### config.mk
export PLATFORM = sky130hd
export DESIGN_NAME = computation_sequencer
export DESIGN_NICKNAME = d
export VERILOG_FILES = /design/src/rtl/comp_seq_pkg.sv /design/src/rtl/conv_index_gen.sv /design/src/rtl/computation_sequencer.sv
export SDC_FILE = /design/constraint.sdc
export NUM_CORES = 1
export LEC_CHECK = 0
export BUFFER_PORTS_ARGS = -buffer_cell sky130_fd_sc_hd__buf_2
export CAP_MARGIN = 30
export CORE_MARGIN = 1
export CORE_UTILIZATION = 35
export DETAILED_ROUTE_END_ITERATION = 10
export PLACE_DENSITY = 0.56
export SYNTH_ARGS = -nofsm -noshare
export SYNTH_HDL_FRONTEND = slang
export SYNTH_SLANG_ARGS = --single-unit
### constraint.sdc
create_clock -name CLK -period 4.2 [get_ports CLK]
set_clock_uncertainty 0.1 [all_clocks]
set_input_delay 0.63 -clock CLK [delete_from_list [all_inputs] [get_ports CLK]]
set_output_delay 0.63 -clock CLK [all_outputs]
set_load 0.05 [all_outputs]
### src/rtl/comp_seq_pkg.sv
// comp_seq_pkg: states, mode codes, sizes and window index helper for computation_sequencer (ABT state only with COMP_SEQ_ABORT_EN)
package comp_seq_pkg;
    typedef enum logic [2:0] {
        IDLE, CLR, MAC, LOAD_A, LOAD_B, WAIT, RES
`ifdef COMP_SEQ_ABORT_EN
        , ABT
`endif
    } state_e;

    localparam logic [1:0] MODE_NONE   = 2'b00;
    localparam logic [1:0] MODE_SINGLE = 2'b01;
    localparam logic [1:0] MODE_SYS    = 2'b10;
    localparam logic [1:0] MODE_CUS    = 2'b11;

    localparam int N_PIX   = 4;
    localparam int N_TAP   = 9;
    localparam int N_ROW_A = 4;
    localparam int N_ROW_B = 3;

    function automatic logic [3:0] elem_idx(input logic [1:0] p, input logic [1:0] r, input logic [1:0] c);
        return 4'(4 * (int'(p[1]) + int'(r)) + int'(p[0]) + int'(c));
    endfunction
endpackage

### src/rtl/conv_index_gen.sv
// conv_index_gen: input-element indices of the 3x3 window for pixel p, tap t
module conv_index_gen
    import comp_seq_pkg::*;
(
    input  logic [1:0]  p_i,
    input  logic [3:0]  t_i,
    output logic [3:0]  pe_sel_a_o,
    output logic [35:0] cus_sel_o
);
    // Tap walks the window row-major; the custom PE sees the whole window at once
    always_comb begin
        pe_sel_a_o = elem_idx(p_i, 2'(t_i / 4'd3), 2'(t_i % 4'd3));
        cus_sel_o  = '0;
        for (int k = 0; k < N_TAP; k++) cus_sel_o[4*k +: 4] = elem_idx(p_i, 2'(k / 3), 2'(k % 3));
    end
endmodule

### src/rtl/computation_sequencer.sv
// computation_sequencer: control FSM for one computation_module job; COMP_SEQ_ABORT_EN adds ABORT input and ABT state
module computation_sequencer
    import comp_seq_pkg::*;
#(
    parameter int SYS_LAT = 4,
    parameter int CUS_LAT = 2
) (
    input  logic       CLK,
    input  logic       RST,
    input  logic       START,
    input  logic [1:0] MODE_REQ,
`ifdef COMP_SEQ_ABORT_EN
    input  logic       ABORT,
`endif
    output logic       BUSY,
    output logic       DONE,
    output logic       OUT_VALID,
    output logic [1:0] OUT_IDX,
    output logic [1:0] MODE,
    output logic       PRESET,
    output logic       PE_RST,
    output logic       SYS_RST,
    output logic       CUS_RST,
    output logic       PE_INIT,
    output logic       CUS_INIT,
    output logic       SYS_CACHE_WE_1,
    output logic       SYS_CACHE_WE_2,
    output logic [3:0] PE_SEL_A,
    output logic [3:0] PE_SEL_B,
    output logic [3:0] SYS_SEL_A,
    output logic [3:0] SYS_SEL_B,
    output logic [3:0] CUS_SEL_11,
    output logic [3:0] CUS_SEL_12,
    output logic [3:0] CUS_SEL_13,
    output logic [3:0] CUS_SEL_21,
    output logic [3:0] CUS_SEL_22,
    output logic [3:0] CUS_SEL_23,
    output logic [3:0] CUS_SEL_31,
    output logic [3:0] CUS_SEL_32,
    output logic [3:0] CUS_SEL_33
);
    localparam logic [3:0] SYS_LAST = 4'(SYS_LAT - 1);
    localparam logic [3:0] CUS_LAST = 4'(CUS_LAT - 1);

    state_e      state_q, state_d;
    logic [1:0]  mode_q, mode_d, p_q, p_d;
    logic [3:0]  t_q, t_d, w_q, w_d;
    logic [3:0]  pe_a_q, pe_b_q, sys_a_q, sys_b_q, idx_a;
    logic [35:0] cus_q, cus_sel, idx_cus;
    logic        busy, single, sys, cus, last_pix, abt;

    conv_index_gen u_idx (.p_i(p_q), .t_i(t_q), .pe_sel_a_o(idx_a), .cus_sel_o(idx_cus));

    assign busy     = state_q inside {CLR, MAC, LOAD_A, LOAD_B, WAIT, RES};
    assign single   = mode_q == MODE_SINGLE;
    assign sys      = mode_q == MODE_SYS;
    assign cus      = mode_q == MODE_CUS;
    assign last_pix = p_q == 2'(N_PIX - 1);
`ifdef COMP_SEQ_ABORT_EN
    assign abt = state_q == ABT;
`else
    assign abt = 1'b0;
`endif
    assign {CUS_SEL_33, CUS_SEL_32, CUS_SEL_31, CUS_SEL_23, CUS_SEL_22, CUS_SEL_21,
            CUS_SEL_13, CUS_SEL_12, CUS_SEL_11} = cus_sel;

    // State, counters and the held copies of every select
    always_ff @(posedge CLK) begin
        if (RST) begin
            state_q <= IDLE;
            mode_q  <= MODE_NONE;
            p_q     <= '0;
            t_q     <= '0;
            w_q     <= '0;
            pe_a_q  <= '0;
            pe_b_q  <= '0;
            sys_a_q <= '0;
            sys_b_q <= '0;
            cus_q   <= '0;
        end else begin
            state_q <= state_d;
            mode_q  <= mode_d;
            p_q     <= p_d;
            t_q     <= t_d;
            w_q     <= w_d;
            pe_a_q  <= PE_SEL_A;
            pe_b_q  <= PE_SEL_B;
            sys_a_q <= SYS_SEL_A;
            sys_b_q <= SYS_SEL_B;
            cus_q   <= cus_sel;
        end
    end

    // Phase sequencing: single/custom loop CLR..RES per pixel, systolic streams all pixels in RES
    always_comb begin
        state_d = state_q;
        mode_d  = mode_q;
        p_d     = p_q;
        t_d     = t_q;
        w_d     = w_q;
        case (state_q)
            IDLE: if (START && MODE_REQ != MODE_NONE) begin
                state_d = CLR;
                mode_d  = MODE_REQ;
                p_d     = '0;
            end
            CLR: begin
                state_d = sys ? LOAD_A : MAC;
                t_d     = '0;
            end
            MAC: begin
                state_d = cus ? WAIT : (t_q == 4'(N_TAP - 1)) ? RES : MAC;
                t_d     = t_q + 4'd1;
                w_d     = '0;
            end
            LOAD_A: begin
                state_d = (t_q == 4'(N_ROW_A - 1)) ? LOAD_B : LOAD_A;
                t_d     = (t_q == 4'(N_ROW_A - 1)) ? 4'd0 : t_q + 4'd1;
            end
            LOAD_B: begin
                state_d = (t_q == 4'(N_ROW_B - 1)) ? WAIT : LOAD_B;
                t_d     = t_q + 4'd1;
                w_d     = '0;
            end
            WAIT: begin
                state_d = (w_q == (sys ? SYS_LAST : CUS_LAST)) ? RES : WAIT;
                w_d     = w_q + 4'd1;
            end
            RES: begin
                state_d = last_pix ? IDLE : sys ? RES : CLR;
                p_d     = p_q + 2'd1;
            end
            default: state_d = IDLE;
        endcase
`ifdef COMP_SEQ_ABORT_EN
        if (ABORT && busy) state_d = ABT;
`endif
    end

    // Moore decode; selects follow their active phase, otherwise hold, and read 0 outside a job
    always_comb begin
        BUSY           = busy;
        MODE           = busy ? mode_q : MODE_NONE;
        PRESET         = state_q == CLR && p_q == 2'd0;
        PE_RST         = (state_q == CLR && single) || abt;
        SYS_RST        = (state_q == CLR && sys) || abt;
        CUS_RST        = (state_q == CLR && cus) || abt;
        PE_INIT        = state_q == MAC && single;
        CUS_INIT       = state_q == MAC && cus;
        SYS_CACHE_WE_1 = state_q == LOAD_A;
        SYS_CACHE_WE_2 = state_q == LOAD_B;
        OUT_VALID      = state_q == RES;
        OUT_IDX        = state_q == RES ? p_q : 2'd0;
        DONE           = state_q == RES && last_pix;
        PE_SEL_A       = !busy ? 4'd0 : (state_q == MAC && single) ? idx_a : pe_a_q;
        PE_SEL_B       = !busy ? 4'd0 : (state_q == MAC && single) ? t_q : pe_b_q;
        SYS_SEL_A      = !busy ? 4'd0 : state_q == LOAD_A ? t_q : (state_q == RES && sys) ? {2'b00, p_q} : sys_a_q;
        SYS_SEL_B      = !busy ? 4'd0 : state_q == LOAD_B ? t_q : sys_b_q;
        cus_sel        = !busy ? 36'd0 : (cus && state_q inside {MAC, WAIT, RES}) ? idx_cus : cus_q;
    end
endmodule

# Word level (Yosys, flattened, before mapping)
# Index checks and enable logic that the tools add are counted.
[word_totals]
reg_bits = 67
wordCells = 94
input_bits = 5
[op_classes]
n_eq_ne = 15
n_reduce_logical = 21
addsub = 17
n_mux = 29
div = 2
[op_table]
columns = ["cell", "count"]
rows = [
  ["$mux 36", 2],
  ["$mux 4", 10],
  ["$pmux 3 s7", 1],
  ["$mux 3", 6],
  ["$add 4x2->4", 3],
  ["$add 4x2->4 const B", 3],
  ["$add 4x3->4 const B", 3],
  ["$pmux 4 s3", 1],
  ["$logic_and 1x1->1", 10],
  ["$mux 2", 5],
  ["$eq 3x3->1 const B", 3],
  ["$add 4x1->4 const B", 2],
  ["$eq 4x2->1 const B", 2],
  ["$pmux 4 s2", 1],
  ["$eq 2x2->1 const B", 3],
  ["$eq 3x2->1 const B", 2],
  ["$reduce_bool 2->1", 3],
  ["$reduce_bool 3->1", 2],
  ["$reduce_bool 6->1", 1],
  ["$add 3x1->4", 1],
  ["$add 4x3->4", 1],
  ["$div 4x2->4 const B", 1],
  ["$eq 4x2->1", 1],
  ["$eq 4x4->1 const B", 1],
  ["other kinds (14)", 16],
]

# Longest topological paths before layout
[logic_depth]
depth_word = 6
depth_mapped = 15

# Modules after synthesis
# Synthesis repeated with hierarchy kept, for this count alone.
[unflattened]
hier_cells = 448
hier_area_um2 = 3791.1
[modules_own_cells]
columns = ["mod", "area_per_inst_um2", "cells_each", "seq_area_each_um2", "instances"]
rows = [
  ["computation_sequencer", 3284.4, 381, 1341.3, 1],
  ["conv_index_gen", 506.7, 67, 0.0, 1],
]

# Worst setup path before layout
# Ideal clock, no wire load.
[synth_path]
path_type = "flip-flop to output port"
from = "register t_q[0]"
to = "output port PE_SEL_A[3]"
t_arrival_ns = 3.393
setup_slack_ns = 0.077
stages_incl_launch_ff = 13
t_required_ns = 3.470
path_cell_list = "dfxtp_1 -> inv_1 -> ha_1 -> and2_2 -> a221oi_2 -> ha_1 -> a31o_2 -> xnor2_1 -> ha_1 -> nand3_1 -> mux2i_1 -> mux2i_1 -> nor3_1"
[synth_via]
elab_chain_cells = 6
[synth_lines]
columns = ["item", "line_no", "source"]
rows = [
  ["start, declared", "computation_sequencer.sv:47", "logic [3:0] t_q, t_d, w_q, w_d;"],
  ["start signal, assigned", "computation_sequencer.sv:84", "t_q <= t_d;"],
  ["$div 4x2->4", "conv_index_gen.sv:12", "pe_sel_a_o = elem_idx(p_i, 2'(t_i / 4'd3), 2'(t_i % 4'd3));"],
  ["$add 1x2->2", "comp_seq_pkg.sv:21", "return 4'(4 * (int'(p[1]) + int'(r)) + int'(p[0]) + int'(c));"],
  ["$add 4x2->4", "comp_seq_pkg.sv:21", ""],
  ["$add 4x3->4 *", "comp_seq_pkg.sv:21", ""],
  ["$mux 4 * (2 in a row)", "computation_sequencer.sv:155", "PE_SEL_A = !busy ? 4'd0 : (state_q == MAC && single) ? idx_a : pe_a_q;"],
  ["end, declared", "computation_sequencer.sv:28", "output logic [3:0] PE_SEL_A,"],
]
# Mark *: on every way between the ends. The rest lies on a longest branch, timed or not.

# Final worst setup path
[layout_path]
from = "register t_q[2]"
to = "output port PE_SEL_A[2]"
# The elaborated chain is that of the path after synthesis.

==> key figures <==
Drt
  – Drt wl/cell: 13.6 µm
  – Via count: 2,969
  – ANT nets after route: 0
  – Via-to-Cell Ratio: 4.96
  – Number of remaining DRC errors: 0
  – Routed WL: 8.13 mm
  – Drt first pass iters: 4
  – DR iter-0 viols: 147

Worst hold path
  – Hold path start: cus_q[7]
  – Endpoint, Worst Hold: cus_q[7]
  – Hold Crit Depth: 1
  – Hold/Removal Path Class: flip-flop to flip-flop

Final layout
  – Finished Core Util: 44.4%
  – Area Growth Syn to Fin: 20.1%
  – Commonest non-fill, non-tap cell in the layout: nor2_1
  – Fillcell total: 894
  – Most frequent cells in the layout: nor2_1, buf_2, dfxtp_1
  – Final nets: 502
  – # diodes: 0
  – Layout cells sized above 1: 22.7%

Timing
  – RSZ-0062 raised after global routing: no
  – Final clock period utilization by the worst path: 95.3%
  – Setup Viol. Count Final: 0
  – Setup TNS: 0 ps
  – Fmax: 250 MHz
  – Fin crit period: 4000 ps
  – Max_slew headroom: 52.0%
  – Final WS setup: 196 ps
  – Final count of pins violating max slew: 0
  – Endpoints failing hold: 0
  – Worst slew pin tran: 721 ps

Placement
  – GP Congestion: 0.844
  – DPL Wire Length: 5.66 mm
  – Post-placement worst setup slack: 381 ps
  – Port bufs: 71

Synthesis
  – Mapped cell area: 0.00329 mm²
  – Main synth FF type: dfxtp_1
  – Ys Warns: 0
  – Register area share after synthesis: 40.8%
  – Largest cells by area after synthesis: dfxtp_1, nor2_1, ha_1
  – Synth async-reset ratio: 0%
  – Cell variety after synth: 48
  – EDFF count, synth: 0
  – Post-synthesis register bit count: 67
  – Yosys top cell by area: dfxtp_1
  – Syn_area_per_cell: 7.82 µm²
  – Top cell type's share of synthesized area: 40.8%
  – Mapped Nets: 437
  – Cell count after synthesis: 420

CTS
  – Max clock buf depth: 2
  – Worst-skew pair later-pin latency: 340 ps
  – Post-CTS Setup Bufs: 0
  – Cts hold-fix bufs: 0
  – CTS clock-pin slew for the worst setup and hold paths: 70 ps
  – H-Tree Depth: 3
  – CTS root buf: clkbuf_8
  – CTS tree: yes
  – Sink count of the clock tree: 67
  – Total CTS buffers: 9

Power and ir drop
  – Worst VDD drop: 271 µV
  – Power, Total: 1.44 mW
  – P per Cell Area: 366 mW/mm²
  – Pleak: 1.78 nW

Worst setup path
  – R2R Path End: pe_a_q[2]
  – Reg2Reg Depth: 14
  – Reg2reg setup slack: 1230 ps
  – CP required: 3470 ps
  – Startpoint Class: flip-flop
  – Setup Crit Path Kind: flip-flop to output pin
  – Crit end category: output pin
  – Worst path arrival time: 3270 ps
  – Largest fanout on the critical path: 6
  – Critical R2R Launch: t_q[2]

Die
  – Die Y-Extent: 98.9 µm
  – Row cnt: 34
  – Core ar.: 0.00889 mm²
  – IO Pins: 72
  – Starting utilization of the core area: 37.0%
  – DIE AREA: 0.00978 mm²
  – Die W: 98.9 µm

Global routing
  – GRT Total Usage: 17.6%
  – Vias in the first global route: 2,824
  – First-pass GRT wire length: 13.7 mm
  – Largest net degree at the start of global routing: 37
  – GRT overflow: 0
  – Antenna violations before repair: 0

Run status
  – Status: finished, final reports clean

Flow run
  – Max-Cap Viols: 0
per-stage QoR:
stage          cell area (µm²)  hold WS, ps  std cells
3_5_place_dp              3690          340        582
6_report                  3950          360        598
3_3_place_gp              3690          333        582
5_1_grt                   3950          392        598
4_1_cts                   3930          364        598
2_1_floorplan             3290          321        420
cells in the mapped netlist, drive strengths merged, types with 2 or more instances:
cell type  instances
nand2             34
buf               17
a22oi              2
a211oi             5
a211o              2
o21ai              9
a31oi              3
nor2b             19
and2               9
nor2             118
and3               8
nand3b             2
o22ai              2
or3                3
or2                8
nand2b             5
clkbuf             5
xnor2              6
inv               11
o31ai              2
dfxtp             67
nor3              12
ha                12
mux2i              9
xor2               2
nand4              2
a22o               4
nand3             12
a21oi             22
logic make-up after synthesis:
kind of cell | share of synthesized area [%]
fa+ha+maj | 4.57
buf+inv | 5.10
xor+xnor | 2.13
mux | 3.08
flops | 40.8
simple gates | 33.0
compound gates | 11.3
final cells by class:
type	instances	area, µm²	share of cell area [%]
Multi-Input combinational cell	320	1790	45.3
Timing Repair Buffer	76	402	10.2
Clock buffer	11	151	3.84
Tap cell	108	135	3.43
Clock inverter	5	85.1	2.16
Sequential cell	67	1340	34.0
Inverter	11	41.3	1.05
critical path, cell delays in order, from the launching register on:
cell and delay [ps]:
dfxtp_1 340, nor2b_2 170, ha_1 150, inv_1 40, ha_2 190, nor2b_1 150, a221oi_2 340, ha_2 230
a31o_2 160, mux2_2 340, ha_1 200, xnor2_1 160, nor2_1 70, a21oi_2 150, nor2_1 60, buf_6 180
power by group:
group / switching (mW) / total, mW / internal [mW] / leakage (nW)
Combinational: 0.125 / 0.164 / 0.0387 / 1.13
Sequential: 0.0126 / 0.652 / 0.640 / 0.541
Clock: 0.257 / 0.626 / 0.369 / 0.116
Total: 0.395 / 1.44 / 1.05 / 1.78
worst max path at each step:
| stage | start | end | slack [ps] | depth (start not counted) |
|---|---|---|---|---|
| 2_1_floorplan | t_q[0] | PE_SEL_A[3] | 80 | 12 |
| 3_3_place_gp | t_q[2] | PE_SEL_A[2] | 480 | 15 |
| 3_5_place_dp | t_q[1] | PE_SEL_A[2] | 380 | 14 |
| 4_1_cts | t_q[2] | PE_SEL_A[2] | 20 | 15 |
| 5_1_grt | t_q[2] | PE_SEL_A[2] | 6 | 15 |
| 6_report | t_q[2] | PE_SEL_A[2] | 200 | 15 |
layer usage:
layer  vias to the layer above  GRT usage [%]  part of all wire [%]
li1                       1521              -                     -
met2                        63           27.7                    45
met3                        12           5.25                   6.3
met5                         -              0                     0
met1                      1373           22.8                    47
met4                         0           6.66                   1.6
flip-flops by register name, indices dropped and copies added, names as in the netlist:
signal	count
sys_b_q	4
pe_b_q	4
w_q	4
state_q	3
cus_q	36
pe_a_q	4
sys_a_q	4
t_q	4
p_q	2
mode_q	2
what timing repair did:
| action | 4_1_cts | 5_1_grt |
|---|---|---|
| gates resized for setup | 1 | 9 |
| pin swaps | 0 | 3 |
| endpoints found under the setup margin | 1 | 2 |
Note: power is estimated with default switching activity, not from simulation.
